**src/rtl/demux32_1x8_slots_pkg.sv**
```systemverilog
// Shared constants and helpers for the 1-to-8 32-bit slot demultiplexer.
package demux32_1x8_slots_pkg;

    localparam int WIDTH_DEF = 32;
    localparam int NSLOTS    = 8;

    localparam logic [2:0] SLOT_A = 3'd0;
    localparam logic [2:0] SLOT_B = 3'd1;
    localparam logic [2:0] SLOT_C = 3'd2;
    localparam logic [2:0] SLOT_D = 3'd3;
    localparam logic [2:0] SLOT_E = 3'd4;
    localparam logic [2:0] SLOT_F = 3'd5;
    localparam logic [2:0] SLOT_G = 3'd6;
    localparam logic [2:0] SLOT_H = 3'd7;

    // Number of set bits in an occupancy vector (0..NSLOTS).
    function automatic logic [3:0] popcount_slots(input logic [NSLOTS-1:0] v);
        logic [3:0] c;
        c = '0;
        for (int i = 0; i < NSLOTS; i++) begin
            c = c + {3'b000, v[i]};
        end
        return c;
    endfunction

endpackage

```
**src/rtl/demux32_1x8_slots_slot.sv**
```systemverilog
// One holding slot: a data register plus its EMPTY/FULL occupancy flag.
module demux_slot
    import demux32_1x8_slots_pkg::*;
#(
    parameter int WIDTH = WIDTH_DEF
) (
    input  logic             clk,
    input  logic             reset,
    input  logic             wr,     // decoded and already qualified by in_ready
    input  logic [WIDTH-1:0] din,
    input  logic             ack,
    output logic [WIDTH-1:0] dout,
    output logic             full
);

    logic [WIDTH-1:0] r_data;
    logic             r_full;

    // Load on write (refill wins over ack); ack alone frees the slot but keeps the data.
    always_ff @(posedge clk) begin
        // NOTE: sequential state uses non-blocking assignments so every slot samples
        // the same pre-edge values regardless of evaluation order.
        if (reset) begin
            // NOTE: the data register is reset too, because the slot outputs are
            // architecturally visible and must read zero after reset.
            r_data <= '0;
            r_full <= 1'b0;
        end else if (wr) begin
            r_data <= din;
            r_full <= 1'b1;
        end else if (ack) begin
            r_full <= 1'b0;
        end
    end

    assign dout = r_data;
    assign full = r_full;

endmodule

```
**src/rtl/demux32_1x8_slots.sv**
```systemverilog
// Steers one producer word into one of eight back-pressured holding slots.
module demux32_1x8_slots
    import demux32_1x8_slots_pkg::*;
#(
    parameter int WIDTH = WIDTH_DEF
) (
    input  logic              clk,
    input  logic              reset,
    input  logic [WIDTH-1:0]  in_data,
    input  logic [2:0]        sel,
    input  logic              wr_en,
    output logic              in_ready,
    input  logic [NSLOTS-1:0] ack,
    input  logic              clr_err,
    output logic [WIDTH-1:0]  out_a,
    output logic [WIDTH-1:0]  out_b,
    output logic [WIDTH-1:0]  out_c,
    output logic [WIDTH-1:0]  out_d,
    output logic [WIDTH-1:0]  out_e,
    output logic [WIDTH-1:0]  out_f,
    output logic [WIDTH-1:0]  out_g,
    output logic [WIDTH-1:0]  out_h,
    output logic [NSLOTS-1:0] full,
    output logic [3:0]        count,
    output logic              overrun
);

    logic [NSLOTS-1:0] w_sel_onehot;
    logic [NSLOTS-1:0] w_wr;
    logic [NSLOTS-1:0] w_full;
    logic [NSLOTS-1:0] w_full_nxt;
    logic              w_accept;
    logic              w_reject;
    logic [WIDTH-1:0]  w_dout [NSLOTS];
    logic [3:0]        r_count;
    logic              r_overrun;

    // A full slot being acked this cycle can take a refill in the same cycle.
    assign in_ready = ~w_full[sel] | ack[sel];
    assign w_accept = wr_en & in_ready;
    assign w_reject = wr_en & ~in_ready;

    // Decode sel into a one-hot write strobe, gated by acceptance.
    always_comb begin
        // NOTE: every always_comb output gets a default first so no path can infer a latch.
        w_sel_onehot      = '0;
        w_sel_onehot[sel] = 1'b1;
        w_wr              = w_accept ? w_sel_onehot : '0;
    end

    // Occupancy after this edge, used so count moves on the same edge as full.
    assign w_full_nxt = w_wr | (w_full & ~ack);

    for (genvar i = 0; i < NSLOTS; i++) begin : g_slot
        demux_slot #(.WIDTH(WIDTH)) u_slot (
            .clk   (clk),
            .reset (reset),
            .wr    (w_wr[i]),
            .din   (in_data),
            .ack   (ack[i]),
            .dout  (w_dout[i]),
            .full  (w_full[i])
        );
    end

    // Registered occupancy count, tracking the next-state popcount of full.
    always_ff @(posedge clk) begin
        if (reset) begin
            r_count <= '0;
        end else begin
            r_count <= popcount_slots(w_full_nxt);
        end
    end

    // Sticky overrun: a rejected write sets it, and setting beats clr_err.
    always_ff @(posedge clk) begin
        if (reset) begin
            r_overrun <= 1'b0;
        end else if (w_reject) begin
            r_overrun <= 1'b1;
        end else if (clr_err) begin
            r_overrun <= 1'b0;
        end
    end

    assign out_a   = w_dout[SLOT_A];
    assign out_b   = w_dout[SLOT_B];
    assign out_c   = w_dout[SLOT_C];
    assign out_d   = w_dout[SLOT_D];
    assign out_e   = w_dout[SLOT_E];
    assign out_f   = w_dout[SLOT_F];
    assign out_g   = w_dout[SLOT_G];
    assign out_h   = w_dout[SLOT_H];
    assign full    = w_full;
    assign count   = r_count;
    assign overrun = r_overrun;

endmodule

```
**config.mk**
```make
export PLATFORM = sky130hd
export DESIGN_NAME = demux32_1x8_slots
export DESIGN_NICKNAME = d
export VERILOG_FILES = /design/src/rtl/demux32_1x8_slots_pkg.sv /design/src/rtl/demux32_1x8_slots_slot.sv /design/src/rtl/demux32_1x8_slots.sv
export SDC_FILE = /design/constraint.sdc
export NUM_CORES = 1
export LEC_CHECK = 0
export ABC_AREA = 1
export CORE_MARGIN = 10
export CORE_UTILIZATION = 40
export CTS_CLUSTER_DIAMETER = 80
export CTS_CLUSTER_SIZE = 30
export DETAILED_ROUTE_END_ITERATION = 10
export PLACE_DENSITY = 0.77
export SLEW_MARGIN = 10
export SYNTH_ARGS = -nofsm -noshare
export SYNTH_HDL_FRONTEND = slang
export SYNTH_HIERARCHICAL = 1
export SYNTH_SLANG_ARGS = --single-unit
```
**constraint.sdc**
```tcl
create_clock -name clk -period 5.8 [get_ports clk]
set_input_delay 1.16 -clock clk [delete_from_list [all_inputs] [get_ports clk]]
set_output_delay 1.16 -clock clk [all_outputs]
set_load 0.01 [all_outputs]
```
==> metrics.md, run 1 <==
| Metric | Value |
|---|---|
| Count of input and output buffers | 316 |
| #FFs+latches synth | 269 |
| Crit path max fanout | 9 |
| Crit path DAT | 5150 ps |
| Pleak | 0.00579 uW |
| Met2 usage | 0.387 |
| Post-route setup TNS | 0 ps |
| CTS tree | built |
| Max-slew violation count | 0 |
| Worst path cell trace | clkdlybuf4s50_1 > inv_4 > nand2_1 > nor3_2 > nor2_2 > nand2_4 > nand2_8 > nand3_2 > o21ai_1 > fa_1 > inv_1 > fa_1 > fa_1 > inv_1 > ha_1 > inv_1 > fa_1 > xor2_1 > nor2_1 |
| Final Non-Filler Cells | 1,865 |
| Drt total wl | 39,200 um |
| RePlAce Congestion | 0.856 |
| Worst Setup Slack, final | 1030 ps |
| Met3 usage | 0.0767 |
| Die width | 178 um |
| Worst-Margin Slew | 1120 ps |
| Avg Vias per Cell | 5.16 |
| Initial DRC count | 798 |
| Num CTS Buffers | 15 |
| Wire per inst | 21.0 um |
| Grt peak-use layer | met2 |
| F_max | 0.209 GHz |
| Mean post-synth cell area | 7.90 sq um |
| Share of cells above drive strength 1 | 0.0396 |
| RSZ-0062 raised after global routing | false |
| Crit start category | input pin |
| DP Wirelength | 27,100 um |
| Synth Area in Compound Gates | 0.135 |
| XOR/XNOR share of the synthesized area | 0.000874 |
| Max cap viols | 0 |
| Cts repair resizes | 0 |
| Ant diodes | 0 |
| # fillers | 2,205 |
| CP Capture Type | register |
| First-pass GRT wire length | 57,200 um |
| Initial antenna violation count | 0 |
| Full die area | 0.0318 sq mm |
| Yosys warns | 6 |
| GR Util met1 | 0.282 |
| Slew margin rel. | 0.250 |
| Worst hold slack | 481 ps |
| Post-synthesis cell count | 1,269 |
| Root buffer cell | clkbuf_16 |
| Mux contribution to synthesized area | 0 |
| Min-Delay Path Class | register to register |
| Post-layout min period | 4770 ps |
| Power Dens Cells | 264 mW/mm^2 |
| Slowest CP cell | clkdlybuf4s50_1 |
| Netlist cell types | 26 |
| Period utilisation layout | 0.823 |
| Largest net degree at the start of global routing | 34 |
| Place WS | 535 ps |
| H-tree levels | 1 |
| Critical path's largest stage delay | 620 ps |
| Row count | 57 |
| DRT antenna net count | 0 |
| DR DRC count | 0 |
| Layout net count | 1,589 |
| Clk_lat worst skew | 500 ps |
| Post-Syn Area | 0.0100 sq mm |
| Core area | 0.0245 sq mm |
| Area growth, synth to finish | 35.0% |
| Final Setup Violations | 0 |
| Seq/Total Area, Yosys | 0.537 |
| Most used cell, CP | fa_1 |
| Sink Count | 269 |
| Critical path class | input pin to register |
| Final clock skew | 26.8 ps |
| Status | completed |
| Number of global-route vias before repair | 9,183 |
| Total gr overflow | 0 |
| Clock buffer depth | 3 |
| Initial core utilization | 0.410 |
| Io pins | 317 |
| Clock transition at path regs | 90 ps |
| Total Power | 3570 uW |
| Post-Syn Nets | 1,323 |
| Hold Fails Final Rpt | 0 |
| Post-CTS Setup Bufs | 0 |
| Post-CTS Hold Fix Bufs | 0 |
| Synth Area in Simple Gates | 0.232 |
| Largest family of logic cells by synthesized area | simple AND/OR/NAND/NOR gates |
| Pre-antenna DRT Iters | 6 |
| Via count | 9,615 |
| Worst EP required | 6170 ps |
| Placed Instances | 1,842 |
| Adder-cell share of the synthesized area | 0.0117 |
| Total global routing track utilization | 0.233 |
| Die Span Y | 178 um |
| Maximum VDD drop | 0.212 mV |
==> logic make-up (layout without fill, tap and decap cells) <==
kind of cell    after synthesis  count (layout)
flops                       269             269
buf+inv                     134             406
xor+xnor                      1               1
compound gates              270             270
fa+ha+maj                     7               7
simple gates                588             588
==> routing by layer <==
metal	part of all wire	vias to the layer above
met5	0	-
met4	0.028	0
met3	0.11	67
met2	0.46	443
met1	0.40	4554
li1	-	4551
==> power breakdown <==
part | internal, uW | switching, uW | total, uW | leakage [uW]
clock | 515 | 679 | 1190 | 0.000236
sequential | 1910 | 34.8 | 1950 | 0.00219
combinational | 179 | 249 | 428 | 0.00337
total | 2610 | 963 | 3570 | 0.00579
==> flip-flops by register name, summed over array words and instances, names as in the netlist <==
register / flops
count: 4
overrun: 1
g_slot.u_slot/dout: 256
g_slot.u_slot/full: 8
==> worst paths after layout <==
path | startpoint | end | slack [ps] | cells after the start
setup / recovery | sel[1] | count[2]$_SDFF_PP0_ | 1030 | 19
hold / removal | overrun$_SDFFE_PP0P_ | overrun$_SDFFE_PP0P_ | 480 | 2
setup reg to reg | g_slot[4].u_slot/full$_SDFFE_PP0P_ | count[2]$_SDFF_PP0_ | 2160 | 17
hold reg to reg | overrun$_SDFFE_PP0P_ | overrun$_SDFFE_PP0P_ | 480 | 2
==> placed cells by master (no fill, tap or decap) <==
master / netlist / layout
buf_4: 3 / 10
nor2_2: 3 / 3
inv_1: 45 / 45
fa_1: 4 / 4
o21ai_2: 1 / 1
nand3_1: 1 / 1
nand3_2: 8 / 8
o21ai_1: 3 / 3
nand2_8: 1 / 1
nor2_1: 518 / 518
a21oi_1: 10 / 10
nor3_2: 1 / 1
nor3_1: 7 / 7
clkinv_8: 0 / 2
inv_4: 2 / 2
o21ai_0: 256 / 256
ha_1: 3 / 3
inv_12: 0 / 1
clkdlybuf4s50_1: 0 / 316
clkbuf_16: 0 / 15
inv_8: 0 / 2
nand2_4: 1 / 1
inv_16: 0 / 1
dfxtp_1: 269 / 269
nand2_1: 41 / 41
nand4_1: 6 / 6
inv_2: 10 / 10
nand2_2: 1 / 1
xor2_1: 1 / 1
clkinv_4: 0 / 1
inv_6: 0 / 1
==> area by class of cell <==
| cell class | count | area [sq um] | share of cell area |
|---|---|---|---|
| sequential | 269 | 5390 | 0.398 |
| multi-input combinational | 866 | 3800 | 0.281 |
| timing repair buffer | 326 | 3240 | 0.239 |
| tap | 324 | 405 | 0.0300 |
| clock buffer | 15 | 375 | 0.0277 |
| inverter | 57 | 219 | 0.0162 |
| clock inverter | 8 | 109 | 0.00804 |
==> cells in the mapped netlist <==
cell / number / area, sq um
a21oi_1: 10 / 50.1
buf_4: 3 / 22.5
buf_6: 26 / 293
clkbuf_2: 24 / 120
clkbuf_4: 24 / 180
dfxtp_1: 269 / 5390
fa_1: 4 / 80.1
ha_1: 3 / 37.5
inv_1: 45 / 169
inv_2: 10 / 37.5
inv_4: 2 / 12.5
nand2_1: 41 / 154
nand2_2: 1 / 6.26
nand2_4: 1 / 11.3
nand2_8: 1 / 20.0
nand3_1: 1 / 5.00
nand3_2: 8 / 80.1
nand4_1: 6 / 37.5
nor2_1: 518 / 1940
nor2_2: 3 / 18.8
nor3_1: 7 / 35.0
nor3_2: 1 / 10.0
o21ai_0: 256 / 1280
o21ai_1: 3 / 15.0
o21ai_2: 1 / 8.76
xor2_1: 1 / 8.76
==> per-stage QoR <==
stage | utilization | instance area (sq um)
after floorplan | - | 10000
after global placement | 0.534 | 13100
after detailed placement | 0.534 | 13100
after CTS | 0.553 | 13500
after global routing | 0.553 | 13500
final | 0.553 | 13500
==> critical path, delay by kind of cell <==
family	cells	cell delay (ps)
AO/OA/AOI/OAI	1	100
XOR/XNOR	1	150
adder cells (fa/ha/maj)	5	2050
buffers and inverters	5	1010
AND/OR/NAND/NOR	7	680
Note: power is estimated with default switching activity, not from simulation.
==> inputs of run 2 (changes only) <==
Settings changed: PLACE_DENSITY 0.77 to 0.79.
Clock period 5.8 ns to 4.2 ns, I/O delays scaled along.
==> run 2 against run 1 <==
  * Non-clock buffer count is 28 higher
  * Flip-flop and latch count unchanged
  * Critical path depth rose by 2
  * Wire length decreased by 1.6%
  * Largest power group unchanged
  * Die area unchanged
  * Setup slack worse by 820 ps
==> metrics.md, run 2 (same netlist as run 1, synthesis figures left out) <==
| Metric | Value |
|---|---|
| Status | completed |
| Total gr overflow | 0 (unchanged) |
| Drt total wl | 38,600 um (-1.6%) |
| Clock transition at path regs | 100 ps (about the same) |
| Pleak | 0.00592 uW (+2.3%) |
| Wire per inst | 20.4 um (-3.0%) |
| Post-CTS Setup Bufs | 0 (unchanged) |
| First-pass GRT wire length | 56,800 um (-0.57%) |
| Initial DRC count | 723 (-9.4%) |
| NetSw | 1300 uW (+35%) |
| Root buffer cell | clkbuf_16 |
| Number of global-route vias before repair | 9,347 (+1.8%) |
| Crit path DAT | 4380 ps (-770 ps) |
| Total Power | 4960 uW (+39%) |
| Row count | 57 (unchanged) |
| F_max | 0.251 GHz |
| Max reg flops | 256 (unchanged) |
| Via count | 9,766 (+1.6%) |
| Sink Count | 269 (unchanged) |
| CTS tree | built |
| Period utilisation layout | 0.950 |
| RePlAce Congestion | 0.830 (-3.1%) |
| Internal | 3660 uW (+40%) |
| Met2 Routed Length | 17,600 um (-3.2%) |
| Most frequent cells in the layout | 518 x nor2_1, 313 x clkdlybuf4s50_1, 269 x dfxtp_1 |
| DR WL met3 | 4100 um (-3.1%) |
| DR DRC count | 0 (unchanged) |
| Post-layout min period | 3990 ps |
| CP Capture Type | register |
| Combinational fraction of design power | 0.122 (+0.002) |
| Worst-Margin Slew | 1160 ps (+33.1 ps) |
| Commonest non-fill, non-tap cell in the layout | nor2_1 |
| Max-slew violation count | 0 (unchanged) |
| Max cap viols | 0 (unchanged) |
| Hold Fails Final Rpt | 0 (unchanged) |
| Count of input and output buffers | 316 (unchanged) |
| Pre-antenna DRT Iters | 5 (-1) |
| Io pins | 317 (unchanged) |
| Initial core utilization | 0.410 (unchanged) |
| Layout net count | 1,616 (+1.7%) |
| WL met1 | 15,400 um (-2.1%) |
| Worst EP required | 4590 ps (-1580 ps) |
| DRT antenna net count | 0 (unchanged) |
| Switching part of the total | 0.262 (-0.00727) |
| R2r worst-path depth | 17 (unchanged) |
| Area growth, synth to finish | 37.1% |
| Placed instance area | 0.0133 sq mm (+1.6%) |
| Maximum VDD drop | 0.389 mV (+83%) |
| Avg Vias per Cell | 5.16 (+0.12%) |
| Power Dens Cells | 361 mW/mm^2 (+37%) |
| Crit start category | input pin |
| WHS Path Cells | 2 (unchanged) |
| Min-Delay Path Class | register to register |
| Non-Filler Cell Area, Final | 0.0137 sq mm (+1.5%) |
| Share of cells above drive strength 1 | 0.0549 (+0.0153) |
| Clock power share | 0.335 (about the same) |
| Clock buffer depth | 3 (unchanged) |
| Final Setup Violations | 0 (unchanged) |
| Num CTS Buffers | 14 (-1) |
| Clk_lat worst skew | 500 ps (about the same) |
| Critical path class | input pin to register |
| Full die area | 0.0318 sq mm (unchanged) |
| Die width | 178 um (unchanged) |
| Final clock skew | 25.1 ps (-1.74 ps) |
| Die Span Y | 178 um (unchanged) |
| Initial antenna violation count | 0 (unchanged) |
| Largest net degree at the start of global routing | 34 (unchanged) |
| DP Wirelength | 27,200 um (+0.18%) |
| Crit path max fanout | 5 (-4) |
| Register share of total power | 0.543 (-0.003) |
| Total global routing track utilization | 0.230 (-0.00294) |
| RSZ-0062 raised after global routing | false |
| Core area | 0.0245 sq mm (unchanged) |
| H-tree levels | 1 (unchanged) |
| Top Metal Used | met4 |
| Slew margin rel. | 0.228 (-0.0221) |
run 2: final cells by class:
class	instances	area, sq um
well taps	324	405
inverters	57	221
flip-flops and latches	269	5390
repair buffers	354	3450
multi-input cells	866	3800
clock buffers	16	379
diodes	1	2.50
fillers	2197	10700
clock inverters	5	95.1
run 2: path summary, 6_finish.rpt:
kind                                      startpoint              endpoint  slack, ps
setup / recovery                              ack[6]   count[2]$_SDFF_PP0_        210
hold / removal                  overrun$_SDFFE_PP0P_  overrun$_SDFFE_PP0P_        480
setup reg to reg  g_slot[5].u_slot/full$_SDFFE_PP0P_   count[2]$_SDFF_PP0_        550
hold reg to reg                 overrun$_SDFFE_PP0P_  overrun$_SDFFE_PP0P_        480
run 2: power groups by stage:
| stage | sequential (uW) | combinational [uW] | clock (uW) |
|---|---|---|---|
| 6_report | 2690 | 605 | 1660 |
| 5_1_grt | 2700 | 652 | 1780 |
| 3_3_place_gp | 2740 | 597 | 0 |
| 4_1_cts | 2690 | 606 | 1690 |
| 3_5_place_dp | 2750 | 604 | 0 |
| 2_1_floorplan | 2780 | 203 | 0 |
run 2: routing by layer:
layer  GRT usage  vias to the layer above
li1            -                     4603
met1       0.276                     4660
met2       0.376                      426
met3      0.0770                       77
met4      0.0806                        0
met5           0                        -
run 2: metrics by stage:
step | cells | worst slack (ps) | hold WS (ps) | util | TNS [ps]
after global placement | 1870 | -499 | 466 | 0.542 | -1290
final | 1892 | 208 | 481 | 0.562 | 0
after CTS | 1891 | 185 | 483 | 0.561 | 0
after floorplan | 1269 | 91.7 | 481 | - | 0
after detailed placement | 1870 | -563 | 467 | 0.542 | -1410
after global routing | 1891 | 20.2 | 525 | 0.562 | 0
run 2: critical path, cell delays in order:
cell and delay (ps):
clkdlybuf4s50_1 510, nand2_1 70, nand2_1 50, nand2_1 50, nand2_1 70, nand2_1 60, nand2_2 110, inv_4 50
nand2_8 70, nand3_2 70, o21ai_1 130, fa_1 440, inv_1 80, fa_1 430, fa_1 480, inv_1 70
ha_1 160, inv_1 60, fa_1 390, xor2_1 150, nor2_1 60
run 2: what timing repair did:
item | CTS | global route
hold buffers | 0 | 0
endpoints found under the setup margin | 1 | 2
pin swaps | 1 | 1
cloned | 0 | 0
gates resized for setup | 4 | 1
